==> config.mk <==
export PLATFORM = sky130hd
export DESIGN_NAME = stage_if_flat
export DESIGN_NICKNAME = d
export VERILOG_FILES = /design/src/rtl/stage_if.sv /design/src/rtl/stage_if_if.sv /design/src/flat_wrapper.sv
export SDC_FILE = /design/constraint.sdc
export NUM_CORES = 1
export LEC_CHECK = 0
export ABC_AREA = 1
export BUFFER_PORTS_ARGS = -buffer_cell sky130_fd_sc_hd__buf_4
export CORE_UTILIZATION = 30
export CTS_CLUSTER_SIZE = 10
export DETAILED_ROUTE_END_ITERATION = 6
export MAX_ROUTING_LAYER = met4
export PLACE_DENSITY = 0.53
export RECOVER_POWER = 25
export SLEW_MARGIN = 5
export SYNTH_ARGS = -nofsm -noshare
export SYNTH_HDL_FRONTEND = slang
export SYNTH_SLANG_ARGS = --single-unit
==> constraint.sdc <==
create_clock -name clk -period 2.8 [get_ports clk]
set_input_delay 0.56 -clock clk [delete_from_list [all_inputs] [get_ports clk]]
set_output_delay 0.56 -clock clk [all_outputs]
set_load 0.02 [all_outputs]
==> src/rtl/stage_if.sv <==
// stage_if: instruction fetch with predictor-steered PC, in-order fetch queue and redirect flush.
// FETCH_BYPASS_EN (optional macro) forwards a response straight to the head outputs in its rvalid cycle.
package stage_if_pkg;
    typedef logic [31:0] inst_t;
    localparam inst_t INST_NOP = 32'h0000_0013;
    typedef enum logic [1:0] {TRAP_NONE = 2'd0, TRAP_ENTER = 2'd1, TRAP_RETURN = 2'd2} trap_mode_e;
    localparam logic [4:0] CAUSE_INST_MISALIGNED   = 5'd0;
    localparam logic [4:0] CAUSE_INST_ACCESS_FAULT = 5'd1;
    typedef struct packed {
        logic        valid;
        trap_mode_e  mode;
        logic [4:0]  cause;
        logic [31:0] pc;
        logic [31:0] tval;
    } trap_req_t;
endpackage

module stage_if
    import stage_if_pkg::*;
#(
    parameter logic [31:0] RESET_PC    = 32'h0000_0000,
    parameter int          FETCH_DEPTH = 2
) (
    input  logic              clk,
    input  logic              start,
    input  logic              stall_f,
    input  logic              redirect_valid,
    input  logic [31:0]       redirect_pc,
    output logic [31:0]       bp_pc,
    input  logic              bp_taken,
    input  logic [31:0]       bp_target,
    stage_if_if.master        imem,
    output logic              if_empty,
    output logic [31:0]       pc_f,
    output logic [31:0]       pcplus4_f,
    output logic [31:0]       pc_pred_f,
    output logic              pred_taken_f,
    output inst_t             inst_f,
    output trap_req_t         trap_req_f
);
    localparam int AW = $clog2(FETCH_DEPTH);
    localparam int DW = AW + 3;

    logic [31:0]   pc, next_pc;
    logic          halted;
    logic [AW:0]   count, n_unf;
    logic [AW-1:0] head, tail, fidx, idx;
    logic [DW-1:0] drop_cnt;
    logic [31:0]   q_pc     [FETCH_DEPTH];
    logic [31:0]   q_pred   [FETCH_DEPTH];
    logic          q_taken  [FETCH_DEPTH];
    logic          q_filled [FETCH_DEPTH];
    inst_t         q_inst   [FETCH_DEPTH];
    trap_req_t     q_trap   [FETCH_DEPTH];
    logic          found, can_alloc, push_req, push_mis, fill, fill_err, fbypass, head_ok, pop;
    trap_req_t     fill_trap, mis_trap, h_trap;
    inst_t         fill_inst, h_inst;

    // Fills go to the oldest unfilled entry; the unfilled total sizes the drop count on redirect.
    always_comb begin
        found = 1'b0;
        fidx  = head;
        idx   = head;
        n_unf = '0;
        for (int k = 0; k < FETCH_DEPTH; k++) begin
            idx = head + AW'(k);
            if ((AW+1)'(k) < count && !q_filled[idx]) begin
                if (!found) fidx = idx;
                found = 1'b1;
                n_unf = n_unf + (AW+1)'(1);
            end
        end
    end

    always_comb begin
        can_alloc = start && !redirect_valid && !halted && count != (AW+1)'(FETCH_DEPTH);
        imem.req  = can_alloc && pc[1:0] == 2'b00;
        imem.addr = pc;
        bp_pc     = pc;
        push_req  = imem.req && imem.gnt;
        push_mis  = can_alloc && pc[1:0] != 2'b00;
        next_pc   = bp_taken ? bp_target : pc + 32'd4;
        fill      = imem.rvalid && drop_cnt == '0 && found;
        fill_err  = fill && imem.err;
        fill_inst = fill_err ? INST_NOP : imem.rdata;
        fill_trap = fill_err ? trap_req_t'{valid: 1'b1, mode: TRAP_ENTER, cause: CAUSE_INST_ACCESS_FAULT,
                                           pc: q_pc[fidx], tval: q_pc[fidx]} : '0;
        mis_trap  = trap_req_t'{valid: 1'b1, mode: TRAP_ENTER, cause: CAUSE_INST_MISALIGNED, pc: pc, tval: pc};
`ifdef FETCH_BYPASS_EN
        fbypass   = fill && fidx == head;
`else
        fbypass   = 1'b0;
`endif
        head_ok      = count != '0 && (q_filled[head] || fbypass);
        h_inst       = fbypass ? fill_inst : q_inst[head];
        h_trap       = fbypass ? fill_trap : q_trap[head];
        if_empty     = !head_ok;
        pc_f         = head_ok ? q_pc[head] : '0;
        pcplus4_f    = head_ok ? q_pc[head] + 32'd4 : '0;
        pc_pred_f    = head_ok ? q_pred[head] : '0;
        pred_taken_f = head_ok && q_taken[head];
        inst_f       = head_ok ? h_inst : INST_NOP;
        trap_req_f   = head_ok ? h_trap : '0;
        pop          = head_ok && !stall_f && !redirect_valid;
    end

    always_ff @(posedge clk or negedge start) begin
        if (!start) begin
            pc       <= RESET_PC;
            halted   <= 1'b0;
            count    <= '0;
            head     <= '0;
            tail     <= '0;
            drop_cnt <= '0;
            for (int k = 0; k < FETCH_DEPTH; k++) begin
                q_pc[k]     <= '0;
                q_pred[k]   <= '0;
                q_taken[k]  <= 1'b0;
                q_filled[k] <= 1'b0;
                q_inst[k]   <= INST_NOP;
                q_trap[k]   <= '0;
            end
        end else if (redirect_valid) begin
            pc       <= redirect_pc;
            halted   <= 1'b0;
            count    <= '0;
            head     <= '0;
            tail     <= '0;
            // Every response still in flight must be discarded, including drops already pending.
            drop_cnt <= drop_cnt + DW'(n_unf) - DW'(imem.rvalid);
        end else begin
            if (imem.rvalid && drop_cnt != '0) drop_cnt <= drop_cnt - DW'(1);
            if (fill) begin
                q_filled[fidx] <= 1'b1;
                q_inst[fidx]   <= fill_inst;
                q_trap[fidx]   <= fill_trap;
            end
            if (push_req || push_mis) begin
                q_pc[tail]     <= pc;
                q_pred[tail]   <= push_mis ? pc + 32'd4 : next_pc;
                q_taken[tail]  <= push_req && bp_taken;
                q_filled[tail] <= push_mis;
                q_inst[tail]   <= INST_NOP;
                q_trap[tail]   <= push_mis ? mis_trap : '0;
                tail           <= tail + AW'(1);
            end
            if (push_req) pc <= next_pc;
            if (push_mis || fill_err) halted <= 1'b1;
            if (pop) head <= head + AW'(1);
            count <= count + (AW+1)'(push_req || push_mis) - (AW+1)'(pop);
        end
    end
endmodule

==> src/rtl/stage_if_if.sv <==
// stage_if_if: instruction-memory req/gnt/rvalid bus between the fetch stage and imem.
interface stage_if_if;
    logic        req;
    logic [31:0] addr;
    logic        gnt;
    logic        rvalid;
    logic [31:0] rdata;
    logic        err;
    modport master (output req, addr, input gnt, rvalid, rdata, err);
    modport slave  (input req, addr, output gnt, rvalid, rdata, err);
endinterface

==> src/flat_wrapper.sv <==
// flat-port wrapper written by rule: the top's interface ports become plain ports
module stage_if_flat import stage_if_pkg::*;
#(
    parameter logic [31:0] RESET_PC    = 32'h0000_0000,
    parameter int          FETCH_DEPTH = 2
)
  (clk, start, stall_f, redirect_valid, redirect_pc, bp_pc, bp_taken, bp_target, if_empty, pc_f, pcplus4_f, pc_pred_f, pred_taken_f, inst_f, trap_req_f, imem_req, imem_addr, imem_gnt, imem_rvalid, imem_rdata, imem_err);
  stage_if_if imem_i ();
  input  logic clk;
  input  logic start;
  input  logic stall_f;
  input  logic redirect_valid;
  input  logic [31:0] redirect_pc;
  output logic [31:0] bp_pc;
  input  logic bp_taken;
  input  logic [31:0] bp_target;
  output logic if_empty;
  output logic [31:0] pc_f;
  output logic [31:0] pcplus4_f;
  output logic [31:0] pc_pred_f;
  output logic pred_taken_f;
  output inst_t inst_f;
  output trap_req_t trap_req_f;
  output wire logic [$bits(imem_i.req)-1:0] imem_req;
  output wire logic [$bits(imem_i.addr)-1:0] imem_addr;
  input wire logic [$bits(imem_i.gnt)-1:0] imem_gnt;
  input wire logic [$bits(imem_i.rvalid)-1:0] imem_rvalid;
  input wire logic [$bits(imem_i.rdata)-1:0] imem_rdata;
  input wire logic [$bits(imem_i.err)-1:0] imem_err;
  assign imem_req = imem_i.req;
  assign imem_addr = imem_i.addr;
  assign imem_i.gnt = imem_gnt;
  assign imem_i.rvalid = imem_rvalid;
  assign imem_i.rdata = imem_rdata;
  assign imem_i.err = imem_err;
  stage_if #(.RESET_PC(RESET_PC), .FETCH_DEPTH(FETCH_DEPTH)) u_core (.clk(clk), .start(start), .stall_f(stall_f), .redirect_valid(redirect_valid), .redirect_pc(redirect_pc), .bp_pc(bp_pc), .bp_taken(bp_taken), .bp_target(bp_target), .imem(imem_i), .if_empty(if_empty), .pc_f(pc_f), .pcplus4_f(pcplus4_f), .pc_pred_f(pc_pred_f), .pred_taken_f(pred_taken_f), .inst_f(inst_f), .trap_req_f(trap_req_f));
endmodule
Yosys cells after proc, flatten, opt, wreduce, memory -nomap -nowiden

Index checks and enable logic that the tools add are counted.

Word-level logic and storage cells: 171
Input port bits: 104
Register bits after elaboration: 381
Output and inout bits: 267

Add/subtract/negate cells: 10
$lt $le $gt $ge: 8
Multiplexer cells: 79
Reductions and logical operators: 38
Bitwise operators: 9
Eq/ne operators: 1

Operators with widths:

| operator              | number |
|---|---|
| $mux 32               | 23 |
| $mux 72               | 8 |
| $mux 144              | 3 |
| $bwmux 144            | 2 |
| $bwmux 64             | 3 |
| $mux 64               | 3 |
| $demux 72 s1          | 2 |
| $add 32x3->32 const B | 2 |
| $demux 32 s1          | 2 |
| $and 58x58->58        | 1 |
| $not 58->58           | 1 |
| $mux 1                | 22 |
| $logic_and 1x1->1     | 19 |
| $reduce_bool 2->1     | 7 |
| $mux 2                | 5 |
| $ge 2x2->1 const B    | 4 |
| $mux 4                | 2 |
| $not 1->2             | 4 |
| $logic_not 1->1       | 6 |
| $or 6x6->6            | 1 |
| $add 4x2->4           | 1 |
| $bwmux 2              | 2 |
| $logic_not 4->1       | 1 |
| $lt 1x2->1 const A    | 2 |
| other kinds (15)      | 19 |

Longest topological paths before layout

Gate-level depths: netlist (run 1).

Depth in word-level cells: 19
Mapped depth: 16
Gate-level depth less buffers: 16

Worst setup path after synthesis (run 1)

No wires, ideal clock.

Kind: reg-to-output
Start: reg u_core.head
End: out pcplus4_f[8]
Stages on the path, launching flop included: 11
Buffers on the path: 2
Setup slack: 0.163 ns
Data arrival time: 2.077 ns
Required time: 2.240 ns
Path through: dfrtp_1 buf_6 buf_6 o21ai_1 inv_1 ha_1 inv_1 nor2_2 nand2_2 nor2_1 nor3_1

Longest elaborated chain between the ends: 6
Elaborated cells on any way between the ends: 10
Classes of those cells: add/sub (1); mux (7); bitwise (1); reduce/logical (1)

RTL lines:

| what                                                                         | line                           | source |
|---|---|---|
| from (decl)                                                                  | stage_if.sv:47                 | `logic [AW-1:0] head, tail, fidx, idx;` |
| from (signal assigned)                                                       | stage_if.sv:149                | `if (pop) head <= head + AW'(1);` |
| $not 1->2 (not written as such) (*)                                          | stage_if.sv:94, stage_if.sv:99 |  |
| $mux 32 (not written as such) / $mux 1 (equally long branches) (3 in series) | stage_if.sv:99, stage_if.sv:94 |  |
| $add 32x3->32 / $logic_and 1x1->1 (equally long branches)                    | stage_if.sv:99, stage_if.sv:94 |  |
| $mux 32 (*)                                                                  | stage_if.sv:99                 | `pcplus4_f = head_ok ? q_pc[head] + 32'd4 : '0;` |
| to (decl)                                                                    | flat_wrapper.sv:19             | `output logic [31:0] pcplus4_f;` |

Mark *: on every way between the ends. The rest lies on a longest branch, timed or not. The select of a mux whose other input is x is not followed.

Worst setup path in the final report (run 1)

Start: reg u_core.head
End: out pcplus4_f[28]

The elaborated chain is that of the path after synthesis.

==> key figures, run 1 <==
Synthesis
  – Synth warn: 0
  – Netlist cell types: between 40 and 50
  – Post-synthesis compound-gate area fraction: between 10% and 20%
  – Yosys reg bits: roughly 380
  – Simple-gate portion of the synthesized area: around 33%
  – Post-Synth Adder-Cell Area: less than 1%
  – Sequential area share after synthesis: 41.06%
  – Synth Instances: 3496
  – Syn_area_per_cell: ~6.6 um2
  – Largest family of logic cells by synthesized area: simple AND/OR/NAND/NOR gates
  – Ranking of synthesized cells by area: dfrtp_1 (40%), nand2_1 (20%), nor2_1 (7.5%)
  – Mux share of post-synthesis cell area: 0%
  – Mapped Area: 23240 um2
  – Post-Syn Nets: 3614
  – Top FF cell, synth: dfrtp_1
  – XOR/XNOR Fraction of Synth Area: less than 1%
  – Post-synth top area cell: dfrtp_1
  – Ys async rst share: 100.0%
  – Share of Yosys cell area claimed by the top area cell type: about two fifths
  – Post-synth EDFFs: 0

Floorplan
  – Initial cell density of the core: a little under a third
  – Top Ports: 371
  – Die Y: roughly 280 um
  – Core area: ~76000 um2
  – Chip width: around 280 um
  – DIE AREA: between 70000 and 80000 um2
  – Floorplan row count: between 100 and 150

Timing
  – Final Critical Period: 3.364 ns
  – Hold_ws: approximately 0.17 ns
  – Worst setup margin: -0.5645 ns
  – Final TNS setup: -64.77 ns
  – Final setup violation count: around 500
  – Slew Limit Fails: 30
  – Slew HR: -26.62%
  – Tightest Pin Transition: roughly 1.9 ns
  – Tcrit/Tclk final: 120.2%
  – Final Hold Viols: 0
  – RSZ-0062 raised after global routing: true
  – Top achievable clock speed: just under 300 MHz
  – Clock Skews: approximately 0.049 ns

Cells and area
  – Layout area overhead: 32.87%
  – Register area: ~9500 um2
  – Fill cells: 8176
  – Nets: around 4000
  – Layout cell share with drive strength beyond 1: about 22%
  – Non-Filler Instances: 4960
  – Area taken by multi-input logic gates: between 10000 and 15000 um2

Worst hold path
  – Min-delay worst type: in -> reg

Route
  – Final ANT Viol Nets: 0
  – Iteration-0 DRC Markers: 2000
  – TritonRoute pass-1 iters: 6
  – Via density per instance: just under 5
  – DRC viols: 0
  – Total wire length: 95.33 mm
  – Routed wire per std cell: 19.22 um
  – Vias post-DR: 24410

Clocking
  – Htree depth: 2
  – Maximum clock path buffer count: 3
  – TritonCTS Buffers: a little under 50
  – Clk slew on worst S/H paths: approximately 0.060 ns
  – Clk Latency, worst-skew pair: 0.62 ns
  – Clock Tree Root: clkbuf_16
  – Clk sink count: 381
  – CTS tree: done

GRT
  – Pin count of the biggest net entering global routing: approximately 170
  – First-pass GRT wire length: between 100 and 150 mm
  – Overflow left after global routing: 0
  – Total GRT Usage: approximately 25%
  – Initial antenna violation count: 2
  – Vias in the first global route: 23190

Run status
  – Outcome: finished, violations left
  – Failing checks: max-capacitance violations, max-slew violations, negative setup slack

Placed design
  – # port buffers: 370
  – Placed wire-length estimate: around 67 mm
  – Routability cong.: roughly 0.95
  – Placed insts: 4821

Critical path
  – CP Data Required Time: about 2.2 ns
  – CP Max Fanout: 9
  – CP arrival: about 2.8 ns
  – Critical Path End Type: output pin
  – Crit Path Category: reg -> out
  – CP Launch Type: flip-flop

Power and ir drop
  – Total power: 24.99 mW
  – Pleak: approximately 16 nW
  – PwrDens: around 810 nW/um2
  – Max VDD drop: around 0.54 mV

Run
  – Max Cap Violations: 1
==> routing by layer <==
layer | global-route usage, % | routed length [um]
met5 | - | 0
met4 | 8.393 | 3194
met3 | 2.723 | 5503
met2 | 36.63 | 42260
met1 | 34.35 | 44380
==> sequential cells by signal (all words and copies together), names as in the netlist <==
register / count
u_core.q_pred: 64
u_core.drop_cnt: 4
u_core.halted: 1
u_core.head: 1
u_core.tail: 1
u_core.q_filled: 2
u_core.q_taken: 2
u_core.q_trap: 144
u_core.q_inst: 64
u_core.bp_pc: 32
u_core.count: 2
u_core.q_pc: 64
==> cell families (layout without fill, tap and decap cells) <==
family | count (synthesis) | in the layout
and+or+nand+nor | 1947 | 1948
buffers and inverters | 568 | 998
other | 0 | 3
DFF | 381 | 381
adders and majority gates | 14 | 14
xor gates and xnor gates | 18 | 18
AOI/OAI and AO/OA | 568 | 568
==> per-stage QoR <==
stage | instance area, um2 | worst slack (ns) | util, %
after floorplan | 23240 | 0.1627 | -
after global placement | 27680 | 0.02997 | 36.26
after detailed placement | 27680 | -0.01527 | 36.26
after CTS | 30640 | -0.5398 | 40.14
after global routing | 30870 | -0.6494 | 40.44
final | 30870 | -0.5645 | 40.45
==> where the power goes <==
part	switching (mW)	leakage [nW]	internal, mW	total [mW]
Clock	2.60	0.768	3.67	6.27
Sequential	1.21	4.85	7.16	8.37
Combinational	6.29	10.1	4.06	10.4
Total	10.1	15.7	14.9	25.0
==> critical path: stages (launching register included) <==
cell and delay, ns:
dfrtp_4 0.53, buf_12 0.18, buf_12 0.14, o21ai_4 0.24
nand2_2 0.11, nor2_4 0.13, inv_2 0.08, nor2_4 0.21
buf_6 0.13, nand2_2 0.04, nand2_1 0.05, nand2_1 0.06
nor2_1 0.11, buf_4 0.15
==> worst paths after layout <==
check                                        start            endpoint  slack [ns]  depth (start not counted)
worst min register to register  u_core.drop_cnt[2]  u_core.drop_cnt[2]        0.47                          1
worst min-delay path               redirect_pc[20]    u_core.bp_pc[20]        0.17                          3
worst max register to register     u_core.bp_pc[0]  u_core.q_trap[122]       -0.17                          8
max in group asynchronous                    start     u_core.q_pc[11]       -0.20                          4
worst max-delay path                   u_core.head       pcplus4_f[28]       -0.56                         13
min in group asynchronous                    start  u_core.drop_cnt[2]        1.19                          3
==> placed cells by master, fill, tap and decap left out, types with 37 or more instances in the layout <==
cell	n
nand3_1	175
nand2_1	1206
o21ai_1	54
o211ai_1	52
clkbuf_16	52
o21ai_0	227
nor2_1	409
inv_1	314
dfrtp_1	374
nor2_2	44
buf_6	38
a21oi_1	124
o22ai_1	37
buf_4	483
==> what timing repair did <==
action	CTS	global route
setup buffers	38	4
hold buffers	1	0
resized for setup	225	53
setup endpoints to repair	202	209
pin swaps	35	17
hold endpoints to repair	14	0
gates cloned	7	2
==> cells in the mapped netlist (2+ instances only) <==
library cell  instances
nand2_1            1229
nor2_1              466
dfrtp_1             375
inv_1               325
o21ai_0             237
nand3_1             178
a21oi_1             153
clkbuf_1            102
buf_2                68
o211ai_1             52
o21ai_1              51
buf_4                38
o22ai_1              37
or2_2                22
o21ai_2              18
xor2_1               16
buf_1                13
ha_1                 13
nor2_2               12
buf_6                 9
inv_2                 9
nand2_2               9
nand4_1               9
nor3_1                7
a22oi_1               6
dfstp_2               6
a211oi_1              4
nand3_2               4
nor2_4                4
clkinv_1              3
nand3b_1              3
nor3_2                3
o21bai_1              3
a31oi_1               2
o221ai_1              2
xnor2_1               2
==> layout make-up <==
class	count	share of cell area, %
flip-flops and latches	381	30.92
well taps	1030	4.174
diodes	3	0.02432
clock buffers	75	4.746
clock inverters	9	0.3283
inverters	337	4.134
repair buffers	577	16.47
multi-input cells	2548	39.21
No activity file was read; power rests on OpenSTA's default activity.
==> run 2, diff against run 1 <==
- ABC_AREA: 1 -> unset
==> run 2 against run 1 <==
  * The run still ends with max-capacitance violations, max-slew violations, negative setup slack left
  * Clock power down 13%
  * Clock skew down 0.020 ns
  * Global-route usage shrank 1.5 points
  * Core utilization rose by 3.4 points
  * Total power shrank 14%
  * Final cell count down 30%
  * Area after synthesis fell by 14%
  * Sequential power fell by 3.0%
  * Hold slack better by 0.043 ns
  * Die area down 14%
  * Count of clock-buffer cells in the layout shrank 11
  * Largest cell class unchanged
  * Largest power group is now sequential cells
==> key figures, run 2 <==
Run status
  – Outcome: finished, violations left
  – Failing checks: max-capacitance violations, max-slew violations, negative setup slack

Clocking
  – Clk slew on worst S/H paths: 0.06 ns
  – CTS tree: done
  – Htree depth: 2
  – TritonCTS Buffers: 46
  – Clock Tree Root: clkbuf_16
  – Clk Latency, worst-skew pair: about 0.59 ns
  – CTS Hold Buffers Added: 0
  – Clk sink count: 381
  – Maximum clock path buffer count: 3

GRT
  – Initial antenna violation count: 2
  – First-pass GRT wire length: roughly 120 mm
  – Vias in the first global route: ~19000
  – Pin count of the biggest net entering global routing: 180
  – Overflow left after global routing: 0
  – Total GRT Usage: 23.05%

Synthesis
  – Sequential area share after synthesis: between 40% and 50%
  – Synth warn: 0
  – Netlist cell types: 65
  – Post-Syn Nets: approximately 2200
  – Top FF cell, synth: dfrtp_1
  – Post-synth EDFFs: 0
  – Post-synthesis compound-gate area fraction: ~18%
  – XOR/XNOR Fraction of Synth Area: ~1.9%
  – Post-synth top area cell: dfrtp_1
  – Mux share of post-synthesis cell area: between 10% and 20%
  – Synth Instances: between 2000 and 2500
  – Most instantiated cells after synthesis: dfrtp_1 (375), nand2_1 (309), nor2_1 (232)
  – Yosys reg bits: ~380
  – Simple-gate portion of the synthesized area: around 16%
  – Syn_area_per_cell: 9.438 um2
  – Ys async rst share: 100.0%
  – Most common cell in the synthesized netlist: dfrtp_1
  – Share of Yosys cell area claimed by the top area cell type: between 40% and 50%
  – Ranking of synthesized cells by area: dfrtp_1 (47%), mux2i_1 (8.5%), nand2_1 (5.8%)
  – Largest family of logic cells by synthesized area: compound AO/OA/AOI/OAI gates
  – Post-Synth Adder-Cell Area: less than 1%
  – Mapped Area: about 20000 um2

Floorplan
  – DIE AREA: ~68000 um2
  – Initial cell density of the core: between 30% and 40%
  – Top Ports: 371
  – Floorplan row count: 94
  – Chip width: between 200 and 300 um
  – Core area: 65860 um2
  – Die Y: 260.4 um

Power and ir drop
  – Reg power frac: 37.8%
  – NetSw: 7.819 mW
  – Clk pwr share: between 20% and 30%
  – Total power: 21.50 mW
  – Pleak: around 12 nW
  – P_int: 13.68 mW
  – PwrDens: 743.5 nW/um2
  – Max VDD drop: around 0.42 mV
  – Sw Ratio: 36.37%
  – Combinational fraction of design power: 36.9%

Route
  – Total wire length: ~80 mm
  – Via density per instance: about 5.5
  – DRC viols: 0
  – TritonRoute pass-1 iters: 6
  – Iteration-0 DRC Markers: approximately 1800
  – Vias post-DR: around 19000
  – Final ANT Viol Nets: 0
  – Routed wire per std cell: between 20 and 25 um

Worst hold path
  – Min-delay worst type: in -> reg

Timing
  – Final Hold Viols: 0
  – Tightest Pin Transition: 2.385 ns
  – Top achievable clock speed: 287.4 MHz
  – Tcrit/Tclk final: 124.3%
  – Clock Skews: around 0.029 ns
  – RSZ-0062 raised after global routing: true
  – Final Critical Period: roughly 3.5 ns
  – Final setup violation count: 444
  – Worst setup margin: -0.6798 ns
  – Slew HR: -58.99%
  – Slew Limit Fails: ~180

Placed design
  – Routability cong.: between 0.8 and 0.9
  – Placed wire-length estimate: about 54 mm
  – # port buffers: 370
  – Placed insts: approximately 3300

Cells and area
  – Nets: between 2000 and 3000
  – Non-Filler Instances: about 3400
  – Layout cell share with drive strength beyond 1: between 30% and 40%
  – Fill cells: between 6000 and 7000
  – Most frequent cells in the layout: buf_4 (378), dfrtp_1 (374), nand2_1 (302), a21oi_1 (168), buf_6 (168)
  – Max FFs per register: approximately 140
  – Largest register by flop count: u_core.q_trap
  – Commonest non-fill, non-tap cell in the layout: buf_4
  – Layout area overhead: 44.37%
  – Util after Layout: a little over two fifths

Critical path
  – CP arrival: roughly 3 ns
  – CP Data Required Time: about 2.2 ns
  – R2r endpoint: u_core.drop_cnt[2]
  – CP Max Fanout: 17
  – Worst reg2reg path depth: 15
  – CP Launch Type: flip-flop
  – Crit Path Category: reg -> out
  – Launch point of the worst reg-to-reg path: u_core.head
  – Critical Path End Type: output pin
  – Worst Setup SP: u_core.head
  – Reg2Reg Setup Slack: -0.14 ns
  – End point of the critical path: pcplus4_f[22]

Run
  – Max Cap Violations: 1
-- run 2: changes by cell type after synthesis, moves of 150 or more --
cell     before  now
nand2_1    1229  309
mux2i_1       0  170
inv_1       325   20
nor2_1      466  232
nand3_1     178   28
o21ai_0     237   75
-- run 2: timing repair --
action / CTS / global route
resized for setup: 189 / 368
setup buffers: 19 / 12
gates cloned: 7 / 13
setup endpoints to repair: 203 / 407
pin swaps: 15 / 50
-- run 2: kinds of logic (layout without fill, tap and decap cells) --
group,after synthesis,in the layout
compound gates,510,510
xor+xnor,43,43
fa+ha+maj,14,14
buf+inv,242,701
flops,381,381
mux,197,197
other cells,0,3
simple gates,735,735
-- run 2: metrics by stage --
| stage | area (um2) | setup WS, ns | setup TNS [ns] | hold WS [ns] |
|---|---|---|---|---|
| after global placement | 24770 | -0.1004 | -0.3040 | 0.4591 |
| final | 28910 | -0.6798 | -92.23 | 0.2172 |
| after detailed placement | 24770 | -0.1026 | -0.4119 | 0.4694 |
| after floorplan | 20150 | 0.007496 | 0 | 0.2644 |
| after CTS | 27170 | -0.6410 | -95.16 | 0.1479 |
| after global routing | 28910 | -0.7434 | -217.31 | 0.1951 |
-- run 2: worst min-delay path by stage --
stage | start | end | slack [ns] | cells past startpoint
after detailed placement | u_core.q_pred[32] | u_core.q_pred[32] | 0.47 | 2
after global placement | u_core.q_pred[24] | u_core.q_pred[24] | 0.46 | 2
after global routing | redirect_pc[31] | u_core.bp_pc[31] | 0.20 | 3
final | redirect_pc[31] | u_core.bp_pc[31] | 0.22 | 3
after floorplan | start | u_core.bp_pc[0] | 0.26 | 0
after CTS | start | u_core.q_trap[1] | 0.15 | 2
-- run 2: area by class of cell --
cell class | instances | area (um2) | share of cell area [%]
Clock inverter | 7 | 56.30 | 0.1947
Sequential cell | 381 | 9545 | 33.01
Inverter | 21 | 91.34 | 0.3159
Timing Repair Buffer | 607 | 6032 | 20.86
Clock buffer | 64 | 1259 | 4.353
Multi-Input combinational cell | 1499 | 10810 | 37.39
Antenna cell | 3 | 7.507 | 0.02597
Timing Repair inverter | 2 | 28.78 | 0.09953
Tap cell | 864 | 1081 | 3.739
-- run 2: critical path, cell delays in order (launching register included) --
cell	delay, ns
dfrtp_4	0.55
buf_12	0.18
nand3b_1	0.20
a22oi_1	0.27
buf_4	0.20
buf_4	0.14
nand3_4	0.12
nor3b_4	0.21
mux2_4	0.32
buf_6	0.13
-- run 2: metal layers --
| layer | vias to the layer above | wire length, um | share of wire, % | GRT usage, % |
|---|---|---|---|---|
| met5 | - | 0 | 0 | - |
| met4 | 0 | 1904 | 2.4 | 5.783 |
| met3 | 110 | 4656 | 5.8 | 3.098 |
| met2 | 756 | 37540 | 47 | 35.98 |
| met1 | 9591 | 35890 | 45 | 31.46 |
| li1 | 8478 | - | - | - |
-- run 2: power by group through the flow --
stage	registers (mW)	logic, mW	clock network [mW]
floorplan	7.85	3.78	0
global placement	8.10	6.13	0
detailed placement	8.16	6.25	0
CTS	8.08	6.96	5.60
global route	8.28	8.49	5.82
finish	8.12	7.92	5.46
